===== config.mk =====
export PLATFORM = sky130hd
export DESIGN_NAME = csr_file
export DESIGN_NICKNAME = d
export VERILOG_FILES = /design/src/rtl/csr_file.sv
export SDC_FILE = /design/constraint.sdc
export NUM_CORES = 1
export LEC_CHECK = 0
export CORE_MARGIN = 4
export CORE_UTILIZATION = 45
export DETAILED_ROUTE_END_ITERATION = 10
export GPL_ROUTABILITY_DRIVEN = 0
export PLACE_DENSITY = 0.78
export SLEW_MARGIN = 20
export SYNTH_ARGS = -nofsm -noshare
export SYNTH_HDL_FRONTEND = slang
export SYNTH_SLANG_ARGS = --single-unit

===== constraint.sdc =====
create_clock -name clk -period 3.1 [get_ports clk]
set_input_delay 0.62 -clock clk [delete_from_list [all_inputs] [get_ports clk]]
set_output_delay 0.62 -clock clk [all_outputs]
set_load 0.02 [all_outputs]

===== src/rtl/csr_file.sv =====
// rtl/csr_file.sv - machine-mode CSR file with trap/mret sequencing; optional mcycle via CSR_MCYCLE_EN
`ifndef XLEN
`define XLEN 32
`endif
`ifndef HART_ID_W
`define HART_ID_W 8
`endif

module csr_file #(
    parameter logic [`XLEN-1:0] MTVEC_RST = 32'h0000_0000
) (
    input  logic                  clk,
    input  logic                  rst_n,
    input  logic [`HART_ID_W-1:0] hart_id,
    input  logic                  csr_req,
    input  logic [1:0]            csr_op,
    input  logic [11:0]           csr_addr,
    input  logic [`XLEN-1:0]      csr_wdata,
    output logic [`XLEN-1:0]      csr_rdata,
    output logic                  csr_illegal,
    input  logic                  trap_commit,
    input  logic [`XLEN-1:0]      trap_mepc,
    input  logic [`XLEN-1:0]      trap_mcause,
    input  logic                  mret,
    output logic [`XLEN-1:0]      mepc_o,
    output logic [`XLEN-1:0]      mtvec,
    output logic [`XLEN-1:0]      mstatus,
    output logic [`XLEN-1:0]      mie,
    output logic [`XLEN-1:0]      mip,
    input  logic                  ext_irq
);
    localparam int XLEN = `XLEN;

    localparam logic [11:0] ADDR_MSTATUS  = 12'h300;
    localparam logic [11:0] ADDR_MIE      = 12'h304;
    localparam logic [11:0] ADDR_MTVEC    = 12'h305;
    localparam logic [11:0] ADDR_MSCRATCH = 12'h340;
    localparam logic [11:0] ADDR_MEPC     = 12'h341;
    localparam logic [11:0] ADDR_MCAUSE   = 12'h342;
    localparam logic [11:0] ADDR_MIP      = 12'h344;
    localparam logic [11:0] ADDR_MHARTID  = 12'hF14;
`ifdef CSR_MCYCLE_EN
    localparam logic [11:0] ADDR_MCYCLE   = 12'hB00;
    localparam logic [11:0] ADDR_MCYCLEH  = 12'hB80;
`endif

    localparam logic [1:0] OP_READ = 2'b00;
    localparam logic [1:0] OP_RW   = 2'b01;
    localparam logic [1:0] OP_RS   = 2'b10;

    localparam logic [XLEN-1:0] ALIGN_MASK = {{(XLEN-2){1'b1}}, 2'b00};

    logic            mstatus_mie_q, mstatus_mie_d;
    logic            mstatus_mpie_q, mstatus_mpie_d;
    logic            mie_meie_q, mie_meie_d;
    logic [XLEN-1:0] mtvec_q, mtvec_d;
    logic [XLEN-1:0] mscratch_q, mscratch_d;
    logic [XLEN-1:0] mepc_q, mepc_d;
    logic [XLEN-1:0] mcause_q, mcause_d;
    logic            irq_meta_q, irq_sync_q;
`ifdef CSR_MCYCLE_EN
    logic [63:0]     mcycle_q, mcycle_d;
`endif

    logic [XLEN-1:0] rd_val;
    logic [XLEN-1:0] wr_val;
    logic            mapped;
    logic            read_only;
    logic            wr_en;

    assign mstatus = {{(XLEN-13){1'b0}}, 2'b11, 3'b000, mstatus_mpie_q, 3'b000, mstatus_mie_q, 3'b000};
    assign mie     = {{(XLEN-12){1'b0}}, mie_meie_q, 11'b0};
    assign mip     = {{(XLEN-12){1'b0}}, irq_sync_q, 11'b0};
    assign mtvec   = mtvec_q;
    assign mepc_o  = mepc_q;

    always_comb begin
        rd_val = '0;
        mapped = 1'b1;
        case (csr_addr)
            ADDR_MSTATUS:  rd_val = mstatus;
            ADDR_MIE:      rd_val = mie;
            ADDR_MTVEC:    rd_val = mtvec_q;
            ADDR_MSCRATCH: rd_val = mscratch_q;
            ADDR_MEPC:     rd_val = mepc_q;
            ADDR_MCAUSE:   rd_val = mcause_q;
            ADDR_MIP:      rd_val = mip;
            ADDR_MHARTID:  rd_val = {{(XLEN-`HART_ID_W){1'b0}}, hart_id};
`ifdef CSR_MCYCLE_EN
            ADDR_MCYCLE:   rd_val = mcycle_q[31:0];
            ADDR_MCYCLEH:  rd_val = mcycle_q[63:32];
`endif
            default:       mapped = 1'b0;
        endcase
    end

    assign read_only   = (csr_addr == ADDR_MHARTID) || (csr_addr == ADDR_MIP);
    assign csr_illegal = csr_req && (!mapped || ((csr_op != OP_READ) && read_only));
    assign csr_rdata   = csr_illegal ? '0 : rd_val;

    always_comb begin
        case (csr_op)
            OP_RW:   wr_val = csr_wdata;
            OP_RS:   wr_val = rd_val | csr_wdata;
            default: wr_val = rd_val & ~csr_wdata;
        endcase
    end

    // Trap entry and mret each suppress a same-cycle CSR write completely.
    assign wr_en = csr_req && !csr_illegal && (csr_op != OP_READ) && !trap_commit && !mret;

    always_comb begin
        mstatus_mie_d  = mstatus_mie_q;
        mstatus_mpie_d = mstatus_mpie_q;
        mie_meie_d     = mie_meie_q;
        mtvec_d        = mtvec_q;
        mscratch_d     = mscratch_q;
        mepc_d         = mepc_q;
        mcause_d       = mcause_q;
        if (trap_commit) begin
            mepc_d         = trap_mepc & ALIGN_MASK;
            mcause_d       = trap_mcause;
            mstatus_mpie_d = mstatus_mie_q;
            mstatus_mie_d  = 1'b0;
        end else if (mret) begin
            mstatus_mie_d  = mstatus_mpie_q;
            mstatus_mpie_d = 1'b1;
        end else if (wr_en) begin
            case (csr_addr)
                ADDR_MSTATUS: begin
                    mstatus_mie_d  = wr_val[3];
                    mstatus_mpie_d = wr_val[7];
                end
                ADDR_MIE:      mie_meie_d = wr_val[11];
                ADDR_MTVEC:    mtvec_d    = wr_val & ALIGN_MASK;
                ADDR_MSCRATCH: mscratch_d = wr_val;
                ADDR_MEPC:     mepc_d     = wr_val & ALIGN_MASK;
                ADDR_MCAUSE:   mcause_d   = wr_val;
                default: ;
            endcase
        end
    end

`ifdef CSR_MCYCLE_EN
    // A write to either half replaces it and skips that cycle's increment.
    always_comb begin
        mcycle_d = mcycle_q + 64'd1;
        if (wr_en && (csr_addr == ADDR_MCYCLE)) begin
            mcycle_d = {mcycle_q[63:32], wr_val};
        end else if (wr_en && (csr_addr == ADDR_MCYCLEH)) begin
            mcycle_d = {wr_val, mcycle_q[31:0]};
        end
    end

    always_ff @(posedge clk or negedge rst_n) begin
        if (!rst_n) begin
            mcycle_q <= '0;
        end else begin
            mcycle_q <= mcycle_d;
        end
    end
`endif

    always_ff @(posedge clk or negedge rst_n) begin
        if (!rst_n) begin
            mstatus_mie_q  <= 1'b0;
            mstatus_mpie_q <= 1'b0;
            mie_meie_q     <= 1'b0;
            mtvec_q        <= MTVEC_RST & ALIGN_MASK;
            mscratch_q     <= '0;
            mepc_q         <= '0;
            mcause_q       <= '0;
            irq_meta_q     <= 1'b0;
            irq_sync_q     <= 1'b0;
        end else begin
            mstatus_mie_q  <= mstatus_mie_d;
            mstatus_mpie_q <= mstatus_mpie_d;
            mie_meie_q     <= mie_meie_d;
            mtvec_q        <= mtvec_d;
            mscratch_q     <= mscratch_d;
            mepc_q         <= mepc_d;
            mcause_q       <= mcause_d;
            irq_meta_q     <= ext_irq;
            irq_sync_q     <= irq_meta_q;
        end
    end

endmodule

== Word-level counts from Yosys, hierarchy flattened ==
Index checks and enable logic that the tools add are counted.

* Flip-flop bits (word level): 131
* Input port bits: 124
* Logic and storage cells: 70

* Equal/unequal tests: 11
* Multiplexer cells: 20
* Bitwise gates (word level): 5
* Reductions and logical operators: 25

{| class="wikitable"
|+ Operators by type and width
! kind !! count
|-
| 32-bit two-way mux || 9
|-
| 32-bit case mux with 8 select lines || 1
|-
| 12-bit by 10-bit equality test with 1-bit output (second input constant) || 7
|-
| 32-bit case mux with 2 select lines || 1
|-
| 32-bit AND || 1
|-
| 32-bit NOT || 1
|-
| 32-bit bitwise OR || 1
|-
| 12-bit equality test (second input constant) || 1
|-
| 4-bit AND reduction || 3
|-
| 1-bit two-way mux || 9
|-
| 2-bit nonzero test || 4
|-
| 8-bit OR reduction || 1
|-
| 1-bit logical AND || 6
|-
| 3-bit AND reduction || 2
|-
| 3-bit nonzero test || 2
|-
| 1-bit zero test || 4
|-
| 2-bit by 1-bit equality test with 1-bit output (second input constant) || 1
|-
| 2-bit equality test (second input constant) || 1
|-
| 1-bit logical OR || 2
|-
| 2-bit inequality test (second input constant) || 1
|-
| 1-bit NOT || 2
|-
| 2-bit AND reduction || 1
|}

== Longest topological paths before layout ==
* Word-level depth: 14
* Depth in mapped cells: 9
* Mapped depth without buffers: 7

== Worst setup path before layout ==
Ideal clock, no wire load.

* Path type: input -> output
* Start: input csr_addr[0]
* End: output csr_rdata[11]
* Arrival: 2.413 ns
* Data required time: 2.480 ns
* Setup slack: 0.067 ns
* Stages: 7
* Path buffers: 2
* Path through: buf_2 > nor4b_2 > o21a_1 > a22oi_1 > o21a_1 > clkbuf_1 > a21oi_1

* Cells in the longest elaborated chain, start to end: 7
* Elaborated cells on any way between the ends: 17

{| class="wikitable"
|+ Ends and longest elaborated chain
! item !! RTL line !! RTL
|-
| start: declaration || 17 || <nowiki>input logic [11:0] csr_addr,</nowiki>
|-
| 12-bit equality test, or another cell as far along || 80, 97 ||
|-
| 8-bit OR reduction (no line) || -- ||
|-
| 1-bit two-way mux || 80 || <nowiki>case (csr_addr)</nowiki>
|-
| 1-bit zero test || 98 || <nowiki>assign csr_illegal = csr_req && (!mapped || ((csr_op != OP_READ) && read_only));</nowiki>
|-
| 1-bit logical OR (*) || 98 ||
|-
| 1-bit logical AND (*) || 98 ||
|-
| net csr_illegal || 20 || <nowiki>output logic csr_illegal,</nowiki>
|-
| 32-bit two-way mux (*) || 99 || <nowiki>assign csr_rdata = csr_illegal ? '0 : rd_val;</nowiki>
|-
| end: declaration || 19 || <nowiki>output logic [`XLEN-1:0] csr_rdata,</nowiki>
|}

Mark *: on every way through the listed nets, which the timed path passes. The rest lies on a longest branch.

== Final worst setup path ==
* Start: input csr_addr[4]
* End: output csr_rdata[31]

* Cells in the longest elaborated chain, start to end: 7
* Elaborated cells on any way between the ends: 17

{| class="wikitable"
|+ Ends and longest elaborated chain
! item !! RTL line
|-
| 12-bit equality test, or another cell as far along || 80, 97
|-
| 8-bit OR reduction (no line) || --
|-
| 1-bit two-way mux || 80
|-
| 1-bit zero test || 98
|-
| 1-bit logical OR || 98
|-
| 1-bit logical AND || 98
|-
| 32-bit two-way mux (*) || 99
|}

Every way passes the cells marked *; elsewhere a longest branch is shown, timed or not.

==> impl_metrics.yaml <==
outcome:
  outcome: "finished, final reports clean"
timing:
  slew_viol_final: 0
  fin_crit_ns: 3.055
  final_hold_viol_count: 0
  rsz0062_at_grt: "true"
  setup_viol: 0
  fmax_mhz: 327.3
  period_share_pct: 98.56
  slew_headroom_pct: 37.86
  worst_pin_slew_ns: 0.9321
  clock_skew_ns: 0.007434
synth:
  synth.avg_cell_area_um2: 8.557
  synth_flop_cell: "dfrtp_1"
  ys_ff_latch: 129
  synth.cell_area_um2: 8334
  synthCells: 974
  synthDistinctLibCells: 68
  yosysWarnings: 0
  yosysMostFrequentCell: "dfrtp_1"
  synth-edff-count: 0
  seq_area_frac_synth_pct: 38.73
  async_reset_ff_share_pct: 100.0
  synth_commonest_cells: "dfrtp_1 (129), nand2_1 (113), buf_4 (102), o21ai_0 (70), a22oi_1 (60)"
  synth_area_leader_cell: "dfrtp_1"
  netlist.area_leader.share_pct: 38.73
  synthTopCellsByArea: "dfrtp_1 (39%), buf_4 (9.2%), a22oi_1 (5.4%), nand2_1 (5.1%), o21ai_0 (4.2%)"
clocking:
  clk_path_buf_depth: 2
  clock-root-buffer: "clkbuf_16"
  clk_latency_ns: 0.42
  cts_tree: "yes"
  cts.clk_slew.worst_paths_ns: 0.06
  cts_buffers: 17
  htree_levels: 4
  clock-sinks: 129
place:
  place_area_um2: 11210
  place_hpwl_mm: 21.80
  io_buffers: 218
worst_setup_path:
  worstPathRequired_ns: 2.48
  critPathKind: "primary input to output pin"
  cp.arrival_ns: 2.44
  setup.worst_path.end_class: "output pin"
  worstPathMaxFanout: 8
  crit-reg2reg-capture: "mepc_o[11]"
  r2r_setup_slack_ns: 1.22
  reg2reg_depth: 7
  start_kind: "primary input"
  r2r_start: "mie_meie_q"
global_routing:
  antenna_found_initial: 1
  track_usage_pct: 30.26
  grt_pass1_wl_mm: 48.65
  grt-ovfl-total: 0
  grt_pass1_vias: 9025
  grt_max_degree: 130
cells_and_area:
  multi_input_area_um2: 4658
  finish.instance_area_um2: 12300
  drive_gt1_share_pct: 21.55
  area_growth_pct: 47.62
  fin_nets: 1404
  n_fill_cell: 1402
  regArea_um2: 3228
die:
  die-area_um2: 20760
  row_count: 49
  ios: 317
  core_um2: 18090
  chipHeight_um: 144.1
  dieWidth_um: 144.1
  start_util_pct: 46.08
power_and_ir_drop:
  power_leakage_nw: 5.463
  p_per_area_nw_per_um2: 402.8
  vdd_drop_max_mv: 0.3795
  finalPower_w: 0.004956
routing:
  drtIter0Drc: 896
  drc: 0
  antenna_left: 0
  routed_via_density: 5.923
  vias: 9003
  wirelength_mm: 32.23
  firstDrtPassIters: 6
  routedWlPerCell_um: 21.21
worst_hold_path:
  hp-class: "primary input to asynchronous set/reset pin"
run:
  drv_cap: 0
## worst max-delay path by stage
stage	startpoint	end	slack [ns]
final	csr_addr[4]	csr_rdata[31]	0.04
after global routing	csr_addr[8]	csr_rdata[5]	-0.05
after CTS	csr_addr[4]	csr_rdata[31]	0.003
after detailed placement	csr_addr[6]	csr_rdata[6]	-0.79
after global placement	csr_addr[6]	csr_rdata[6]	-0.78
after floorplan	csr_addr[0]	csr_rdata[11]	0.07
## final cells by class
type	count	share of cell area, %
multi-input combinational	747	37.86
timing repair buffer	369	28.21
inverter	13	0.3966
clock buffer	18	3.488
sequential	129	26.24
clock inverter	14	1.454
tap	229	2.329
antenna	1	0.02034
## placed cells by master, fill, tap and decap left out, types with 9 or more instances in the layout
cell type / instances
dfrtp_1: 129
clkdlybuf4s50_1: 171
nand4_1: 10
o21ai_1: 36
a22oi_1: 60
dlygate4sd2_1: 9
inv_1: 11
nand3b_1: 12
mux2i_1: 25
nor4_2: 18
buf_2: 19
o22ai_1: 20
buf_12: 15
nor2_1: 57
nand2_1: 113
a31oi_1: 20
a221o_1: 20
a21oi_1: 50
o21ai_0: 69
o31ai_1: 15
buf_4: 136
conb_1: 96
nand3_1: 12
clkbuf_16: 17
## per-layer routing
| metal | track usage [%] | vias up | routed length [µm] |
|---|---|---|---|
| met5 | 0 | - | 0 |
| met2 | 50.66 | 572 | 15570 |
| li1 | - | 4011 | - |
| met1 | 37.27 | 4316 | 12300 |
| met3 | 7.242 | 104 | 3112 |
| met4 | 13.13 | 0 | 1254 |
## kinds of logic (layout without fill, tap and decap cells)
| logic type | Yosys count | count (layout) | synth area share [%] |
|---|---|---|---|
| compound gates | 339 | 339 | 26.23 |
| simple gates | 273 | 273 | 16.14 |
| fa+ha+maj | 3 | 3 | 0.4504 |
| other cells | 2 | 97 | 0.09011 |
| mux | 36 | 36 | 4.624 |
| buf+inv | 192 | 414 | 13.74 |
| flops | 129 | 129 | 38.73 |
## state kept, by name, summed over array words and instances, names as in the netlist
| name | flops |
|---|---|
| mcause_q | 32 |
| mscratch_q | 32 |
| mepc_o | 30 |
| mtvec | 30 |
| irq_meta_q | 1 |
| irq_sync_q | 1 |
| mie_meie_q | 1 |
| mstatus_mie_q | 1 |
| mstatus_mpie_q | 1 |
## power by group
group / switching [W] / internal, W / total, W
combinational: 0.000594 / 0.000429 / 0.00102
sequential: 0.0000735 / 0.00177 / 0.00184
clock: 0.000812 / 0.00128 / 0.00209
total: 0.00148 / 0.00348 / 0.00496
## critical path: stages
cell             delay, ns
clkdlybuf4s15_1       0.21
buf_4                 0.17
or3_1                 0.36
buf_4                 0.20
a211o_1               0.27
a21oi_1               0.25
clkdlybuf4s15_1       0.36
## per-stage QoR
stage | setup slack, ns | std cells | hold WS (ns) | utilization [%] | TNS, ns
2_1_floorplan | 0.06721 | 1068 | 0.3244 | - | 0
3_3_place_gp | -0.7775 | 1462 | 0.3344 | 61.96 | -25.31
3_5_place_dp | -0.7947 | 1462 | 0.3347 | 61.96 | -26.55
4_1_cts | 0.002555 | 1514 | 0.3432 | 67.50 | 0
5_1_grt | -0.04789 | 1520 | 0.3507 | 68.02 | -0.04789
6_report | 0.04463 | 1520 | 0.2772 | 68.02 | 0
## timing repair
item | 4_1_cts | 5_1_grt
setup buffers | 16 | 5
gates resized for setup | 172 | 20
pin swaps | 10 | 7
gates cloned | 4 | 0
endpoints found under the setup margin | 33 | 24
hold buffers | 0 | 0
(Power assumes the default switching activity.)
